File: src/rtl/fetch_pc_gen.sv
// Fetch-stage next-PC generator with an in-order prediction-metadata queue.
// The PC and FSM are registered; the queue head is read from registered storage.
module fetch_pc_gen #(
  parameter int unsigned            ADDR_WIDTH = 32,
  parameter logic [ADDR_WIDTH-1:0]  RESET_PC   = 32'h1c00_0000,
  parameter int unsigned            FQ_DEPTH   = 4
) (
  input  logic                  clk,
  input  logic                  rstn,
  input  logic                  exRedir,
  input  logic [ADDR_WIDTH-1:0] exRedirPC,
  input  logic [ADDR_WIDTH-1:0] pdPC,
  input  logic                  pdBranch,
  input  logic                  pdReason,
  output logic                  ifVld,
  output logic [ADDR_WIDTH-1:0] ifPC,
  input  logic                  icReady,
  output logic                  fqVld,
  output logic [ADDR_WIDTH-1:0] fqPC,
  output logic [1:0]            fqMask,
  output logic                  fqBranch,
  output logic                  fqReason,
  output logic [ADDR_WIDTH-1:0] fqTar,
  output logic                  fqEpoch,
  output logic                  curEpoch,
  input  logic                  fqPop
);

  localparam int unsigned PtrW = (FQ_DEPTH > 1) ? $clog2(FQ_DEPTH) : 1;
  localparam int unsigned CntW = PtrW + 1;
  localparam int unsigned HiW  = ADDR_WIDTH - 3;
  localparam logic [CntW-1:0] CntFull = CntW'(FQ_DEPTH);

  typedef enum logic [1:0] {StBoot, StRun, StFull} state_e;

  typedef struct packed {
    logic [ADDR_WIDTH-1:0] pc;
    logic [1:0]            mask;
    logic                  branch;
    logic                  reason;
    logic [ADDR_WIDTH-1:0] tar;
    logic                  epoch;
  } entry_t;

  state_e                state_q, state_d;
  logic [ADDR_WIDTH-1:0] pc_q, pc_d;
  logic                  epoch_q, epoch_d;
  logic [CntW-1:0]       cnt_q, cnt_d;
  logic [PtrW-1:0]       rd_ptr_q, rd_ptr_d;
  logic [PtrW-1:0]       wr_ptr_q, wr_ptr_d;
  entry_t                mem_q [FQ_DEPTH];
  entry_t                mem_d [FQ_DEPTH];

  logic   fire;
  logic   pop;
  logic   head_vld;
  entry_t push_entry;
  entry_t head;
  logic   unused_redir_lsb;

  assign unused_redir_lsb = ^exRedirPC[1:0];

  assign ifVld    = (state_q == StRun);
  assign ifPC     = pc_q;
  assign curEpoch = epoch_q;
  assign head_vld = (cnt_q != '0);
  assign fire     = ifVld & icReady & ~exRedir;
  assign pop      = fqPop & head_vld & ~exRedir;

  always_comb begin
    push_entry.pc     = pc_q;
    // A taken lower slot squashes the upper word of an aligned pair.
    push_entry.mask   = pc_q[2] ? 2'b10 : ((pdBranch & ~pdReason) ? 2'b01 : 2'b11);
    push_entry.branch = pdBranch;
    push_entry.reason = pdReason;
    push_entry.tar    = pdPC;
    push_entry.epoch  = epoch_q;
  end

  always_comb begin
    state_d  = state_q;
    pc_d     = pc_q;
    epoch_d  = epoch_q;
    cnt_d    = cnt_q;
    rd_ptr_d = rd_ptr_q;
    wr_ptr_d = wr_ptr_q;
    mem_d    = mem_q;
    if (exRedir) begin
      pc_d     = {exRedirPC[ADDR_WIDTH-1:2], 2'b00};
      epoch_d  = ~epoch_q;
      cnt_d    = '0;
      rd_ptr_d = '0;
      wr_ptr_d = '0;
      state_d  = StRun;
    end else begin
      if (fire) begin
        mem_d[wr_ptr_q] = push_entry;
        wr_ptr_d        = wr_ptr_q + PtrW'(1);
        pc_d = pdBranch ? {pdPC[ADDR_WIDTH-1:2], 2'b00}
                        : {pc_q[ADDR_WIDTH-1:3] + HiW'(1), 3'b000};
      end
      if (pop) begin
        rd_ptr_d = rd_ptr_q + PtrW'(1);
      end
      cnt_d   = cnt_q + CntW'(fire) - CntW'(pop);
      state_d = (cnt_d == CntFull) ? StFull : StRun;
    end
  end

  always_ff @(posedge clk or posedge rstn) begin
    if (rstn) begin
      state_q  <= StBoot;
      pc_q     <= RESET_PC;
      epoch_q  <= 1'b0;
      cnt_q    <= '0;
      rd_ptr_q <= '0;
      wr_ptr_q <= '0;
      for (int i = 0; i < int'(FQ_DEPTH); i++) begin
        mem_q[i] <= '0;
      end
    end else begin
      state_q  <= state_d;
      pc_q     <= pc_d;
      epoch_q  <= epoch_d;
      cnt_q    <= cnt_d;
      rd_ptr_q <= rd_ptr_d;
      wr_ptr_q <= wr_ptr_d;
      mem_q    <= mem_d;
    end
  end

  // Head fields read as zero while the queue is empty.
  assign head     = head_vld ? mem_q[rd_ptr_q] : '0;
  assign fqVld    = head_vld;
  assign fqPC     = head.pc;
  assign fqMask   = head.mask;
  assign fqBranch = head.branch;
  assign fqReason = head.reason;
  assign fqTar    = head.tar;
  assign fqEpoch  = head.epoch;

endmodule

File: config.mk
export PLATFORM = sky130hd
export DESIGN_NAME = fetch_pc_gen
export DESIGN_NICKNAME = d
export VERILOG_FILES = /design/src/rtl/fetch_pc_gen.sv
export SDC_FILE = /design/constraint.sdc
export NUM_CORES = 1
export LEC_CHECK = 0
export ABC_CLOCK_PERIOD_IN_PS = 10100
export CAP_MARGIN = 20
export CORE_UTILIZATION = 51
export DETAILED_ROUTE_END_ITERATION = 8
export PLACE_DENSITY = 0.77
export SLEW_MARGIN = 20
export SYNTH_ARGS = -nofsm -noshare
export SYNTH_HDL_FRONTEND = slang
export SYNTH_SLANG_ARGS = --single-unit
File: constraint.sdc
create_clock -name clk -period 10.1 [get_ports clk]
set_input_delay 2.02 -clock clk [delete_from_list [all_inputs] [get_ports clk]]
set_output_delay 2.02 -clock clk [all_outputs]
set_load 0.02 [all_outputs]
Yosys cells after proc, flatten, opt, wreduce, memory -nomap -nowiden
Cells that the tools add are included.
Word-level totals
  logic and storage cells: 74
  output and inout port bits: 104
  input bits: 71
  bits in registers: 318
Operators by class
  bitwise logic cells: 10
  muxes and demuxes: 19
  order comparisons: 3
  equal/unequal tests: 2
  add/subtract/negate cells: 5
  reductions and logical operators: 5
Operators by type and width (count)
  $bwmux 276: 1
  $mux 69: 4
  $bmux 69 s2: 1
  $demux 69 s2: 1
  $mux 32: 3
  $add 29x1->29 const B: 1
  $mux 2: 8
  $ge 3x3->1 const B: 2
  $not 2->3: 2
  $and 1x1->1: 5
  $add 2x1->2 const B: 2
  $reduce_bool 2->1: 2
  $add 3x1->3: 1
  $eq 3x3->1 const B: 1
  $lt 3x1->1 const B: 1
  $mux 3: 1
  $not 1->1: 3
  $reduce_bool 3->1: 1
  $sub 3x1->3: 1
  $eq 2x1->1 const B: 1
  $reduce_and 2->1: 1
  $logic_and 1x1->1: 1

Logic depth before layout (Yosys ltp)
Gate-level depths: netlist of the first run.
  word-level depth: 8
  mapped depth: 13
  gate-level depth less buffers: 11

Least setup slack after synthesis of the first run
Ideal clock, no wire load.
  path kind: in2reg
  from: input port exRedir
  to: register state_q[0]
  path buffers: 3
  required time: 9.970 ns
  library setup time: 0.130 ns
  cell stages on the path: 12
  setup slack: 5.717 ns
  arrival time: 4.252 ns
  cell sequence: clkbuf_1 > clkbuf_1 > buf_1 > nor2_1 > ha_1 > inv_1 > ha_1 > inv_1 > fa_1 > xnor2_1 > nor4b_1 > inv_1
Between the ends
  cells in the longest elaborated chain, start to end: 7
  elaborated cells on any way between the ends: 8
  classes of those cells: 2 x add/sub; 1 x eq/ne; 2 x mux; 3 x bitwise
RTL lines
  start, declared: RTL line 10  | input logic exRedir,
  $not 1->1 (no line)
  $and 1x1->1: RTL line 67  | assign fire = ifVld & icReady & ~exRedir;
  $add 3x1->3: RTL line 105  | cnt_d = cnt_q + CntW'(fire) - CntW'(pop);
  $sub 3x1->3: RTL line 105
  $eq 3x3->1: RTL line 106  | state_d = (cnt_d == CntFull) ? StFull : StRun;
  $mux 2: RTL line 106
  $mux 2 (*): RTL line 88  | if (exRedir) begin
  net state_d[0]: RTL line 45  | state_e state_q, state_d;
  end signal, assigned: RTL line 112  | state_q <= StBoot;
  end signal, assigned: RTL line 122  | state_q <= state_d;
  end, declared: RTL line 45
The timed path passes the listed nets; every way through them passes the cells marked *.
A chain may end at the register's enable or synchronous reset.

Worst setup path in the final report of the first run
  from: register rd_ptr_q[0]
  to: output port fqPC[26]
Between the ends
  cells in the longest elaborated chain, start to end: 5
RTL lines
  start, declared: RTL line 49  | logic [PtrW-1:0] rd_ptr_q, rd_ptr_d;
  start signal, assigned: RTL line 126  | rd_ptr_q <= rd_ptr_d;
  $not 2->3 (not written as such): RTL line 133  | assign head = head_vld ? mem_q[rd_ptr_q] : '0;
  $bmux 69 s2: RTL line 133
  $mux 69 (not written as such) (2 in series): RTL line 133
  $mux 69: RTL line 133
  end, declared: RTL line 19  | output logic [ADDR_WIDTH-1:0] fqPC,
Every way passes these cells. The select of a mux whose other input is x is not followed.

==> results.tsv, run 1 <==
metric	value	unit
status	finished, final reports clean	
swShare	33.3	%
min-delay-start	mem_q[136]$_DFFE_PP0P_	
grt_max_degree	167	
post_synth.cell_area_avg	12.6	um2
fmax	0.182	GHz
cpMaxStageDelayCell	dfrtp_4	
worstPathMaxFanout	36	
timing.final.crit_share	54.4	%
mostFrequentLayoutCells	303 x dfrtp_1, 214 x mux2_2, 167 x clkdlybuf4s50_1	
finalNetCount	1368	
initial_core_util	52.2	%
drv_slew	0	
placed_cells	1637	
postRouteAntennaNets	0	
rows	62	
firstDrtPassIters	5	
cts_tree	yes	
synth_area	15100	um2
fin_cells	1699	
holdWs	478	ps
track_usage	25.1	%
p_sw	1.86	mW
vdd.ir_drop.worst	0.174	mV
finalHoldViolCount	0	
die_w	174	um
cts_buffers	34	
critical_path.startpoint	rd_ptr_q[0]$_DFFE_PP0P_	
antenna_found_initial	3	
yosys_register_bits	308	
totalWireLength	37.2	mm
setup_viol	0	
clk_path_buf_depth	3	
layout_commonest_cell	dfrtp_1	
cts_sinks	308	
dp_hpwl	23.6	mm
critPathKind	flop to output port	
worstPathRequired	8080	ps
grt_use_met2	40.1	%
core	28900	um2
p_clk_share	22.1	%
async_reset_ff_share	100	%
grt_use_met3	4.59	%
startpoint_type	flop	
cts_max_level	2	
r2r-start	cnt_q[1]$_DFF_PP0_	
leakagePower	7.63	nW
setup_slack	4610	ps
overflow	0	
cp.buffers_inverters	2	
pwr_density_cell	312	nW/um2
syn_inst	1200	
period_minus_slack	5490	ps
cts_setup_buffers	0	
clk_latency	510	ps
clock_skew	23.2	ps
max_stage_delay	880	ps
ctsRootBufferMaster	clkbuf_16	
dp_slack	5060	ps
p_seq_share	38.9	%
viasPerCell	5.95	
drive_gt1_share	28.1	%
pwr-share-comb	39.1	%
met1_usage	35.5	%
finalSetupTns	0	ps
grt_pass1_wl	59.3	mm
critical_path.top_delay_family	buffers and inverters	
cp-end-kind	output port	
internal_power	3.73	mW
grt_pass1_vias	10512	
maxSlewHeadroom	24.4	%
ys.warnings.count	0	
dieArea	30300	um2
vias	10116	
synthDistinctLibCells	66	
gp_congestion	0.887	
cts_hold_buf	0	
path_clk_slew	60	ps
fp.dieH	174	um
first_iter_violations	724	
ys_seq_area_share	51.1	%
n_fill_cell	2239	
tightest_slew	1130	ps
port_buffers	168	
top_usage_layer	met2	
cts_resized	0	
syn_to_final_growth	18.7	%
rsz0062_at_grt	no	
ys.flop_type	dfrtp_1	
pin_count	175	
crit_chain	buf_4 > mux4_2 > and2_1 > clkdlybuf4s50_1	
maxCapViolCount	0	
arrival	3470	ps
fin_util	62.0	%
hold_class	flop to flop	
synth_edf_count	0	
drcViolationCount	0	
wl_per_cell	21.9	um
## cell families after synthesis
| group | after synthesis | synth area share [%] |
|---|---|---|
| flip-flops | 308 | 51.1 |
| XOR/XNOR | 11 | 0.639 |
| buffers and inverters | 150 | 4.83 |
| AO/OA/AOI/OAI | 138 | 5.72 |
| adder cells (fa/ha/maj) | 8 | 0.714 |
| other | 1 | 0.0249 |
| AND/OR/NAND/NOR | 291 | 10.1 |
| multiplexers | 293 | 26.8 |
## worst min-delay path, delay by kind of cell (launching register included)
kind / cells / cell delay [ps]
AOI/OAI and AO/OA: 1 / 60
DFF: 1 / 340
and+or+nand+nor: 1 / 50
## cells in the mapped netlist, types with 2 or more instances
cell type | number | area [um2]
clkbuf_1 | 56 | 210
or4_1 | 8 | 60.1
nand3b_1 | 2 | 15.0
buf_4 | 39 | 293
a311o_1 | 2 | 20.0
dfrtp_1 | 305 | 7630
nand3_1 | 28 | 140
and2_1 | 70 | 438
nand2_1 | 94 | 353
a22oi_1 | 2 | 15.0
dfstp_2 | 3 | 78.8
mux2i_1 | 12 | 120
o211ai_1 | 10 | 75.1
o311ai_0 | 2 | 17.5
a21oi_1 | 15 | 75.1
a31oi_1 | 3 | 18.8
o22ai_1 | 3 | 18.8
xor2_1 | 6 | 52.6
and3_1 | 9 | 56.3
mux4_2 | 67 | 1510
nor3_1 | 11 | 55.1
mux2_2 | 214 | 2410
a221o_1 | 3 | 30.0
nor4_1 | 10 | 62.6
nor3b_1 | 2 | 15.0
xnor2_1 | 5 | 43.8
o2bb2ai_1 | 2 | 17.5
buf_2 | 9 | 45.0
or3_1 | 4 | 25.0
nor2b_1 | 4 | 25.0
nor2_1 | 26 | 97.6
inv_1 | 20 | 75.1
a211oi_1 | 6 | 45.0
o21ai_0 | 70 | 350
ha_1 | 7 | 87.6
buf_1 | 24 | 90.1
nand4_1 | 12 | 75.1
a31o_2 | 5 | 43.8
a221oi_1 | 3 | 26.3
## cell type report
| cell class | count | area [um2] | area share (%) |
|---|---|---|---|
| antenna | 1 | 2.50 | 0.0140 |
| timing repair buffer | 179 | 1780 | 9.92 |
| tap | 384 | 480 | 2.68 |
| multi-input combinational | 745 | 6710 | 37.5 |
| clock inverter | 11 | 120 | 0.671 |
| clock buffer | 50 | 1000 | 5.60 |
| sequential | 308 | 7720 | 43.1 |
| inverter | 21 | 82.6 | 0.461 |
## final timing paths
check                                    endpoint  slack, ps  depth (start not counted)
setup / recovery                         fqPC[26]       4610                          4
hold / removal             mem_q[136]$_DFFE_PP0P_        480                          2
setup reg to reg             state_q[0]$_DFF_PP0_       6870                         12
hold reg to reg            mem_q[136]$_DFFE_PP0P_        480                          2
max in group asynchronous   mem_q[16]$_DFFE_PP0P_       6670                          4
min in group asynchronous  mem_q[179]$_DFFE_PP0P_       2080                          3
## per-stage QoR
stage	total power, mW	cell area (um2)
after floorplan	3.58	15100
after global placement	4.28	16700
after detailed placement	4.38	16700
after CTS	5.62	17900
after global routing	5.89	17900
final	5.59	17900
## power groups by stage
stage                     Sequential (mW)  Clock [mW]  Combinational, mW
after floorplan                      1.98           0               1.60
after global placement               2.14           0               2.14
after detailed placement             2.18           0               2.19
after CTS                            2.17        1.25               2.20
after global routing                 2.24        1.30               2.34
final                                2.17        1.23               2.18
## metal layers
metal,wire [um],up-vias
met1,16300,5239
met2,17600,328
met5,21,-
li1,-,4483
met3,2330,62
met4,869,4
## state kept, by name (all words and copies together), names as in the netlist
register / count
mem_q: 268
ifPC: 30
cnt_q: 3
rd_ptr_q: 2
state_q: 2
wr_ptr_q: 2
curEpoch: 1
No activity file was read; power rests on OpenSTA's default activity.
==> inputs of run 2 (changes only) <==
Settings changed: ABC_CLOCK_PERIOD_IN_PS 10100 to 4400.
Clock period 10.1 ns to 4.4 ns, I/O delays scaled along.
==> run 2 against run 1 <==
  * Via count rose by 0.48%
  * Power is 120% higher
  * Clock power increased by 100%
  * Utilization about the same
  * Combinational power grew 130%
  * Worst hold slack lost 2.9 ps
  * Clock skew decreased by 15 ps
  * Register-to-register slack lost 5700 ps
  * Sequential share of layout area about the same
  * Die area unchanged
==> results.tsv, run 2 (synthesis gave the netlist of run 1 again) <==
metric	value	unit
grt_max_degree	95	
cts_max_level	1	
postRouteAntennaNets	0	
grt_pass1_vias	10462	
finalNetCount	1375	
fp.dieH	174	um
gp_congestion	0.898	
cts_resized	0	
tightest_slew	1100	ps
cpMaxStageDelayCell	or3_2	
maxSlewHeadroom	26.8	%
mostFrequentLayoutCells	303 x dfrtp_1, 214 x mux2_2, 167 x clkdlybuf4s50_1	
drv_slew	0	
cts_hold_buf	0	
fin_area	17900	um2
finalSetupTns	0	ps
wl_met1	16.2	mm
dpl_cell_area	16900	um2
ctsRootBufferMaster	clkbuf_16	
grt_pass1_wl	58.7	mm
whs_endpoint	mem_q[262]$_DFFE_PP0P_	
min-delay-start	mem_q[262]$_DFFE_PP0P_	
track_usage	24.8	%
largest_register	mem_q	
routed-wl-met2	17.5	mm
cts_setup_buffers	0	
crit_chain	or3_2 > buf_4 > and2_1 > clkdlybuf4s50_1	
finalHoldViolCount	0	
reg2reg_depth	11	
drive_gt1_share	28.1	%
worstPathRequired	3520	ps
first_iter_violations	590	
dp_hpwl	24.4	mm
vias	10165	
setup_slack	559	ps
rows	62	
viasPerCell	5.96	
pwr_density_cell	700	nW/um2
cts_buffers	31	
holdWs	476	ps
clk_path_buf_depth	3	
r2r-end	state_q[0]$_DFF_PP0_	
multiInputGateArea	6700	um2
arrival	2960	ps
dr.max_layer_used	met5	
rsz0062_at_grt	no	
clock_skew	8.72	ps
cts_tree	yes	
leakagePower	7.66	nW
worstPathMaxFanout	44	
critical_path.top_delay_family	simple AND/OR/NAND/NOR gates	
syn_to_final_growth	18.8	%
maxCapViolCount	0	
cp.buffers_inverters	2	
max_stage_delay	880	ps
antenna_found_initial	4	
period_minus_slack	3840	ps
cp-end-kind	output port	
core	28900	um2
largest_reg_flops	268	
fmax	0.260	GHz
seq_area	7720	um2
dieArea	30300	um2
critPathKind	flop to output port	
critical_path.startpoint	cnt_q[1]$_DFF_PP0_	
pin_count	175	
r2r-start	cnt_q[1]$_DFF_PP0_	
timing.final.crit_share	87.3	%
status	finished, final reports clean	
vdd.ir_drop.worst	0.508	mV
n_fill_cell	2281	
die_w	174	um
totalWireLength	37.0	mm
port_buffers	168	
drcViolationCount	0	
whs_path_depth	2	
path_clk_slew	60	ps
initial_core_util	52.2	%
firstDrtPassIters	7	
dp_slack	752	ps
setup_viol	0	
cts_sinks	308	
startpoint_type	flop	
total_power	12.5	mW
layout_commonest_cell	dfrtp_1	
hold_class	flop to flop	
r2r_slack	1140	ps
wl_per_cell	21.7	um
overflow	0	
dr_wl_met3	2.24	mm
clk_latency	550	ps
run 2: through the flow:
step           instances  utilization, %
6_report            1706            62.0
5_1_grt             1705            62.0
4_1_cts             1703            62.0
3_5_place_dp        1647            58.6
3_3_place_gp        1647            58.6
2_1_floorplan       1203               -
run 2: worst min-delay path, delay by kind of cell (launching register included):
family	cells	cell delay [ps]
compound gates	1	60
flops	1	340
simple gates	1	40
run 2: final cells by class:
| type | count | share of cell area, % |
|---|---|---|
| flip-flops and latches | 308 | 43.1 |
| multi-input cells | 745 | 37.4 |
| repair buffers | 189 | 10.9 |
| clock buffers | 50 | 5.18 |
| well taps | 384 | 2.68 |
| inverters | 21 | 0.461 |
| clock inverters | 6 | 0.238 |
| diodes | 3 | 0.0419 |
run 2: worst max path at each step:
| stage | cells after the start | slack [ps] | to |
|---|---|---|---|
| floorplan | 1 | -580 | cnt_q[0]$_DFF_PP0_ |
| global placement | 11 | 790 | state_q[0]$_DFF_PP0_ |
| detailed placement | 11 | 750 | state_q[0]$_DFF_PP0_ |
| CTS | 4 | 510 | fqTar[18] |
| global route | 4 | 420 | fqTar[18] |
| finish | 4 | 560 | fqTar[31] |
run 2: layer usage:
metal	vias to the layer above	track usage [%]
met5	-	0
met3	83	4.68
li1	4512	-
met4	4	8.19
met1	5245	34.5
met2	321	39.6
run 2: where the power goes:
part           internal, mW  switching [mW]
clock                  1.43            1.08
sequential             4.07           0.874
combinational          2.83            2.26
total                  8.33            4.21
